File: src/rtl/clk_div_pkg.sv
// Shared types for the multi-channel clock divider bank.
// Per-channel control bundle travels from the bank to each channel.
package clk_div_pkg;

   localparam int CNT_W = 21;

   typedef logic [CNT_W-1:0] div_t;

   typedef enum logic {
      MODE_TOGGLE = 1'b0,
      MODE_PULSE  = 1'b1
   } mode_e;

   typedef struct packed {
      logic  en;
      mode_e mode;
      logic  wr;
      logic  sync;
   } chan_ctl_t;

endpackage

File: src/rtl/clk_div_chan.sv
// One divider channel: down-counter, shadowed divisor,
// divided clock level and terminal-count tick.
module clk_div_chan
   import clk_div_pkg::*;
#(
   parameter int W       = clk_div_pkg::CNT_W,
   parameter int DIV_RST = 1
) (
   input  logic         clk,
   input  logic         reset,
   input  chan_ctl_t    ctl,
   input  logic [W-1:0] div,
   output logic         clk_o,
   output logic         tick_o,
   output logic         pend_o
);

   localparam logic [W-1:0] ONE = {{(W-1){1'b0}}, 1'b1};
   localparam logic [W-1:0] RST_DIV = W'(DIV_RST);

   logic [W-1:0] cnt;
   logic [W-1:0] act;
   logic [W-1:0] shd;
   logic [W-1:0] wr_val;
   logic [W-1:0] nxt_div;
   logic         tc;
   logic         hold;

   assign wr_val  = (div == '0) ? ONE : div;
   assign nxt_div = pend_o ? shd : act;
   assign tc      = (cnt == '0);
   assign hold    = ctl.sync | ~ctl.en;

   always_ff @(posedge clk or negedge reset) begin
      if (!reset) begin
         cnt    <= '0;
         act    <= RST_DIV;
         shd    <= RST_DIV;
         pend_o <= 1'b0;
         clk_o  <= 1'b0;
         tick_o <= 1'b0;
      end else begin
         if (hold) begin
            // idle: park at terminal count so the next
            // enabled cycle ticks immediately
            cnt    <= '0;
            clk_o  <= 1'b0;
            tick_o <= 1'b0;
            if (pend_o) act <= shd;
            pend_o <= 1'b0;
         end else if (tc) begin
            cnt    <= nxt_div - ONE;
            tick_o <= 1'b1;
            if (pend_o) act <= shd;
            pend_o <= 1'b0;
            if (ctl.mode == MODE_PULSE) clk_o <= 1'b1;
            else                        clk_o <= ~clk_o;
         end else begin
            cnt    <= cnt - ONE;
            tick_o <= 1'b0;
            if (ctl.mode == MODE_PULSE) clk_o <= 1'b0;
         end
         // a write lands after any reload so it waits a period
         if (ctl.wr) begin
            shd    <= wr_val;
            pend_o <= 1'b1;
         end
      end
   end

endmodule

File: src/rtl/clk_div_bank.sv
// Bank of N_CH programmable dividers sharing one clock
// and a common phase-align strobe.
module clk_div_bank #(
   parameter int N_CH    = 4,
   parameter int CNT_W   = clk_div_pkg::CNT_W,
   parameter int DIV_RST = 1
) (
   input  logic                       clk,
   input  logic                       reset,
   input  logic [N_CH-1:0]            en_i,
   input  logic [N_CH-1:0]            mode_i,
   input  logic [N_CH-1:0][CNT_W-1:0] div_i,
   input  logic [N_CH-1:0]            div_wr_i,
   input  logic                       sync_i,
   output logic [N_CH-1:0]            clk_o,
   output logic [N_CH-1:0]            tick_o,
   output logic [N_CH-1:0]            pend_o
);

   import clk_div_pkg::*;

   for (genvar c = 0; c < N_CH; c++) begin : g_ch
      chan_ctl_t ctl;

      assign ctl.en   = en_i[c];
      assign ctl.mode = mode_e'(mode_i[c]);
      assign ctl.wr   = div_wr_i[c];
      assign ctl.sync = sync_i;

      clk_div_chan #(
         .W       (CNT_W),
         .DIV_RST (DIV_RST)
      ) u_chan (
         .clk    (clk),
         .reset  (reset),
         .ctl    (ctl),
         .div    (div_i[c]),
         .clk_o  (clk_o[c]),
         .tick_o (tick_o[c]),
         .pend_o (pend_o[c])
      );
   end

endmodule

File: config.mk
export PLATFORM = sky130hd
export DESIGN_NAME = clk_div_bank
export DESIGN_NICKNAME = d
export VERILOG_FILES = /design/src/rtl/clk_div_pkg.sv /design/src/rtl/clk_div_chan.sv /design/src/rtl/clk_div_bank.sv
export SDC_FILE = /design/constraint.sdc
export NUM_CORES = 1
export LEC_CHECK = 0
export BUFFER_PORTS_ARGS = -buffer_cell sky130_fd_sc_hd__clkbuf_2
export CAP_MARGIN = 15
export CORE_UTILIZATION = 44
export DETAILED_ROUTE_END_ITERATION = 12
export PLACE_DENSITY = 0.71
export SKIP_CTS_REPAIR_TIMING = 1
export SYNTH_ARGS = -nofsm -noshare
export SYNTH_HDL_FRONTEND = slang
export SYNTH_HIERARCHICAL = 1
export SYNTH_SLANG_ARGS = --single-unit
File: constraint.sdc
create_clock -name clk -period 3.8 [get_ports clk]
set_input_delay 0.19 -clock clk [delete_from_list [all_inputs] [get_ports clk]]
set_output_delay 0.19 -clock clk [all_outputs]
set_load 0.02 [all_outputs]
== Yosys cells after proc, flatten, opt, wreduce, memory -nomap -nowiden ==
Cells that the tools add are included.

* Output and inout bits: 12
* Flip-flop bits (word level): 264
* Logic and storage cells: 124

* Multiplexer cells: 60
* $add $sub $neg: 8
* Reductions and logical operators: 20
* Bitwise operators: 12

{| class="wikitable"
|+ Operators by type and width
! operator !! number
|-
| two-way mux 21 bit || 24
|-
| zero test 21 bit || 8
|-
| subtractor 21 x 1 -> 21 bit (second input constant) || 8
|-
| two-way mux 1 bit || 36
|-
| nonzero test 3 bit || 8
|-
| NOT 1 bit || 8
|-
| nonzero test 2 bit || 4
|-
| bitwise OR 1 bit || 4
|}

== Logic depth before layout (Yosys ltp) ==
* Depth after elaboration: 4
* Mapped depth: 9
* Depth with buffers taken out: 6

== By module ==
The synthesis kept the hierarchy.

{| class="wikitable"
|+ Modules (own cells, without submodules)
! module !! instances !! seq. area each (um^2) !! cells each !! area an instance (um^2)
|-
| clk_div_chan || 4 || 1654.1 || 318 || 3497.1
|}

== Worst setup path before layout ==
Ideal clock, no wire load.

* Kind: register to register
* Start: reg g_ch[0].u_chan.pend_o
* End: reg g_ch[0].u_chan.cnt[14]
* Library setup time: 0.131 ns
* Buffers on the path: 1
* Cell stages (with the launch flop): 8
* Slack: 1.217 ns
* Clock period less this slack: 2.583 ns
* Data arrival time: 2.452 ns
* Data required time: 3.669 ns
* Cells stage by stage: dfrtp_1 -> buf_6 -> or4_4 -> a2111oi_4 -> nor4b_4 -> o221ai_2 -> a2111oi_4 -> o2bb2ai_1

* Longest elaborated chain between the ends: 4

{| class="wikitable"
|+ RTL lines
! what !! RTL line !! text
|-
| start, declared || clk_div_chan.sv:15 || <nowiki>output logic pend_o</nowiki>
|-
| start signal, assigned || clk_div_chan.sv:39 || <nowiki>pend_o <= 1'b0;</nowiki>
|-
| start signal, assigned || clk_div_chan.sv:50 || <nowiki>pend_o <= 1'b0;</nowiki>
|-
| start signal, assigned || clk_div_chan.sv:55 || <nowiki>pend_o <= 1'b0;</nowiki>
|-
| two-way mux 21 bit || clk_div_chan.sv:30 || <nowiki>assign nxt_div = pend_o ? shd : act;</nowiki>
|-
| subtractor 21 x 1 -> 21 bit || clk_div_chan.sv:52 || <nowiki>cnt <= nxt_div - ONE;</nowiki>
|-
| two-way mux 21 bit || clk_div_chan.sv:51 || <nowiki>end else if (tc) begin</nowiki>
|-
| two-way mux 21 bit || clk_div_chan.sv:43 || <nowiki>if (hold) begin</nowiki>
|-
| end signal, assigned || clk_div_chan.sv:52 ||
|-
| end signal, assigned || clk_div_chan.sv:59 || <nowiki>cnt <= cnt - ONE;</nowiki>
|-
| end, declared || clk_div_chan.sv:21 || <nowiki>logic [W-1:0] cnt;</nowiki>
|}

Every way passes these cells.
A chain may end at the register's enable or synchronous reset.

== Worst setup path in the final report ==
* Start: reg g_ch[2].u_chan.cnt[13]
* End: reg g_ch[2].u_chan.act[16]

* Longest elaborated chain between the ends: 2

{| class="wikitable"
|+ RTL lines
! what !! RTL line !! text
|-
| start, declared || clk_div_chan.sv:21 ||
|-
| start signal, assigned || clk_div_chan.sv:52 ||
|-
| start signal, assigned || clk_div_chan.sv:59 ||
|-
| zero test 21 bit || clk_div_chan.sv:31 || <nowiki>assign tc = (cnt == '0);</nowiki>
|-
| nonzero test 2 bit (no line) || n/a ||
|-
| end signal, assigned || clk_div_chan.sv:37 || <nowiki>act <= RST_DIV;</nowiki>
|-
| end signal, assigned || clk_div_chan.sv:49 || <nowiki>if (pend_o) act <= shd;</nowiki>
|-
| end signal, assigned || clk_div_chan.sv:54 || <nowiki>if (pend_o) act <= shd;</nowiki>
|-
| end, declared || clk_div_chan.sv:22 || <nowiki>logic [W-1:0] act;</nowiki>
|}

Every way passes these cells.

==> results.json <==
{
  "p_comb_frac": 0.454,
  "critPathMaxFanout": 20,
  "cp-startpoint": "g_ch[2].u_chan/cnt[13]",
  "hold_class": "input pin to register",
  "clock_latency_ps": 560,
  "initial_core_util": 0.453,
  "critPathMaxStageDelay_ps": 580,
  "wl_um": 32600,
  "synth.area.top_cells": "dfrtp_1 (46%), mux2_2 (14%), mux2i_1 (4.6%), nor2_1 (3.5%), nor3_1 (2.6%)",
  "post-route-util": 0.544,
  "p_int_w": 0.00793,
  "clock_sinks": 264,
  "synth_cell_types": 50,
  "die_area_um2": 32500,
  "fmax_mhz": 340,
  "timing.rr.start": "g_ch[2].u_chan/cnt[13]",
  "period_share": 0.773,
  "firstDrtPassIters": 5,
  "drc_errors": 0,
  "antenna_found_initial": 0,
  "via_per_inst": 5.74,
  "syn_inst": 1272,
  "antenna_cells": 0,
  "min_period_ps": 2940,
  "wire_per_inst_um": 17.4,
  "reg2reg_depth": 6,
  "htreeDepth": 1,
  "critPathCapture": "g_ch[2].u_chan/act[16]",
  "reg2reg_slack_ps": 860,
  "cpMostUsedCell": "nand2_1",
  "dr.first_iter.drc_count": 571,
  "path_depth": 6,
  "ios": 111,
  "rsz0062_at_grt": "no",
  "cts_made_buffers": 30,
  "critPathCaptureType": "register",
  "status": "finished clean",
  "leakage_nw": 7.20,
  "grt_pass1_vias": 10567,
  "track_usage": 0.194,
  "setup_viol": 0,
  "grt_overflow": 0,
  "final.setup.tns_ps": 0,
  "ant_nets": 0,
  "grt_pass1_wl_um": 52800,
  "yosys.area.top_type": "dfrtp_1",
  "hpwl_um": 21300,
  "yosys_most_used_dff": "dfrtp_1",
  "port_buffers": 110,
  "holdWs_ps": 162,
  "yosysSeqAreaShare": 0.473,
  "ir_drop_uv": 550,
  "grt_max_degree": 106,
  "critical_path_arrival_ps": 3370,
  "cts_tree": "built",
  "netlist_area_um2": 14000,
  "p_clk_frac": 0.223,
  "nFillCells": 2663,
  "finalHoldViolCount": 0,
  "fp.dieH_um": 180,
  "worst_pin_slew_ps": 998,
  "path_cells": "or3_1 > nor3_2 > nand3_1 > nand2_1 > nand2_1 > mux2_2",
  "synth_edf_count": 0,
  "max-slew-margin-rel": 0.329,
  "core_um2": 30900,
  "crit_required_ps": 4230,
  "routed-via-count": 10794,
  "clk_pin_slew_ps": 60,
  "synth-seq-cells": 264,
  "fin_nets": 1558,
  "cts_buffer_depth": 3,
  "pwr-share-seq": 0.323,
  "die_width_um": 180,
  "cts-root-buf": "clkbuf_16",
  "finalMaxSlewViolations": 0,
  "powerDensity_nw_per_um2": 781,
  "yosysWarningCount": 6,
  "crit_family": "simple AND/OR/NAND/NOR gates",
  "switching_share": 0.397,
  "syn_nets": 1371,
  "area_delta_synth_final_pct": 20.2,
  "async_flop_share": 1.00,
  "critPathLaunchType": "register",
  "power.total_w": 0.0131,
  "syn_area_per_cell_um2": 11.0,
  "crit_path_top_delay_cell": "nand2_1",
  "path_buf_inv": 0,
  "r2r_end": "g_ch[2].u_chan/act[16]",
  "fin_skew_ps": 14.9,
  "drive_gt1_frac": 0.279,
  "maxCapViolations": 0,
  "netlist.area_leader.share": 0.458,
  "rows": 64,
  "path_class": "register to register",
  "place.gp.congestion": 0.878,
  "p_sw_w": 0.00521
}
-- registers in the layout, indices dropped and copies added (netlist names) --
signal and flops:
g_ch.u_chan/tick_o 4, g_ch.u_chan/shd 84, g_ch.u_chan/clk_o 4, g_ch.u_chan/cnt 84
g_ch.u_chan/act 84, g_ch.u_chan/pend_o 4
-- synth_stat cells (8+ instances only) --
library cell	number
a21oi_1	60
o311a_1	8
buf_1	12
o22ai_1	8
mux2_2	180
nor3_1	72
nor2_1	132
a41oi_1	8
or2_2	8
buf_2	12
or3_1	40
mux2i_1	64
nor3b_1	24
nand4_1	8
o21a_1	20
xnor2_1	16
o31ai_1	8
o21ai_0	64
nand2_1	32
nor3_2	12
nor2b_1	20
clkbuf_1	32
a2111oi_4	8
a31oi_1	16
inv_1	8
nand3_1	8
o32ai_1	8
dfstp_2	8
dfrtp_1	256
a2bb2oi_1	8
o221ai_2	8
nor4_1	32
-- power by group through the flow --
stage          logic (W)  clock network [W]  registers (W)
2_1_floorplan    0.00469                  0        0.00413
3_3_place_gp     0.00569                  0        0.00424
3_5_place_dp     0.00583                  0        0.00428
4_1_cts          0.00586            0.00301        0.00424
5_1_grt          0.00662            0.00311        0.00436
6_report         0.00596            0.00293        0.00424
-- final cells by class --
type / count / area [um2] / share of cell area
flip-flops and latches: 264 / 6620 / 0.393
clock inverters: 13 / 158 / 0.00937
multi-input cells: 940 / 7070 / 0.421
well taps: 396 / 495 / 0.0295
clock buffers: 43 / 850 / 0.0505
inverters: 8 / 30.0 / 0.00179
repair buffers: 215 / 1600 / 0.0949
-- worst min-delay path by stage --
stage	start	end	cells after the start
2_1_floorplan	reset	g_ch[0].u_chan/act[10]	0
3_3_place_gp	reset	g_ch[3].u_chan/shd[17]	1
3_5_place_dp	reset	g_ch[3].u_chan/shd[17]	1
4_1_cts	reset	g_ch[3].u_chan/shd[17]	1
5_1_grt	en_i[0]	g_ch[0].u_chan/cnt[10]	4
6_report	en_i[0]	g_ch[0].u_chan/cnt[10]	4
-- stage by stage --
step           worst slack [ps]  instance area, um2  cells
2_1_floorplan              1220               14000   1272
3_3_place_gp               1030               14900   1734
3_5_place_dp                938               14900   1734
4_1_cts                     897               15900   1790
5_1_grt                     710               16800   1879
6_report                    862               16800   1879
-- worst register-to-register path, cell delays in order (launching register included) --
cell and delay, ps:
dfrtp_1 420, or3_1 450, nor3_2 510, nand3_1 180
nand2_1 150, nand2_1 580, mux2_2 530
-- cell families (layout without fill, tap and decap cells) --
family / after synthesis / in the layout / share of synthesized area
simple gates: 416 / 416 / 0.163
compound gates: 264 / 264 / 0.142
flops: 264 / 264 / 0.473
mux: 244 / 244 / 0.191
buf+inv: 68 / 279 / 0.0215
xor+xnor: 16 / 16 / 0.0100
-- metal layers --
metal  wire [um]  vias to the layer above  global-route usage
li1            -                     5171                   -
met1       14500                     5398               0.254
met2       16300                      182               0.335
met3        1120                       43              0.0277
met4         732                        0              0.0506
met5           0                        -                   0
-- cell usage in the layout, fill, tap and decap left out, drive strengths merged, types with 17 or more instances in the layout --
| cell type | count |
|---|---|
| a21oi | 60 |
| buf | 17 |
| clkbuf | 152 |
| dfrtp | 256 |
| dlygate4sd3 | 89 |
| mux2 | 180 |
| mux2i | 64 |
| nand2 | 32 |
| nor2 | 132 |
| nor2b | 20 |
| nor3 | 84 |
| nor3b | 24 |
| nor4 | 32 |
| o21a | 20 |
| o21ai | 64 |
| or3 | 40 |
No activity file was read; power rests on OpenSTA's default activity.
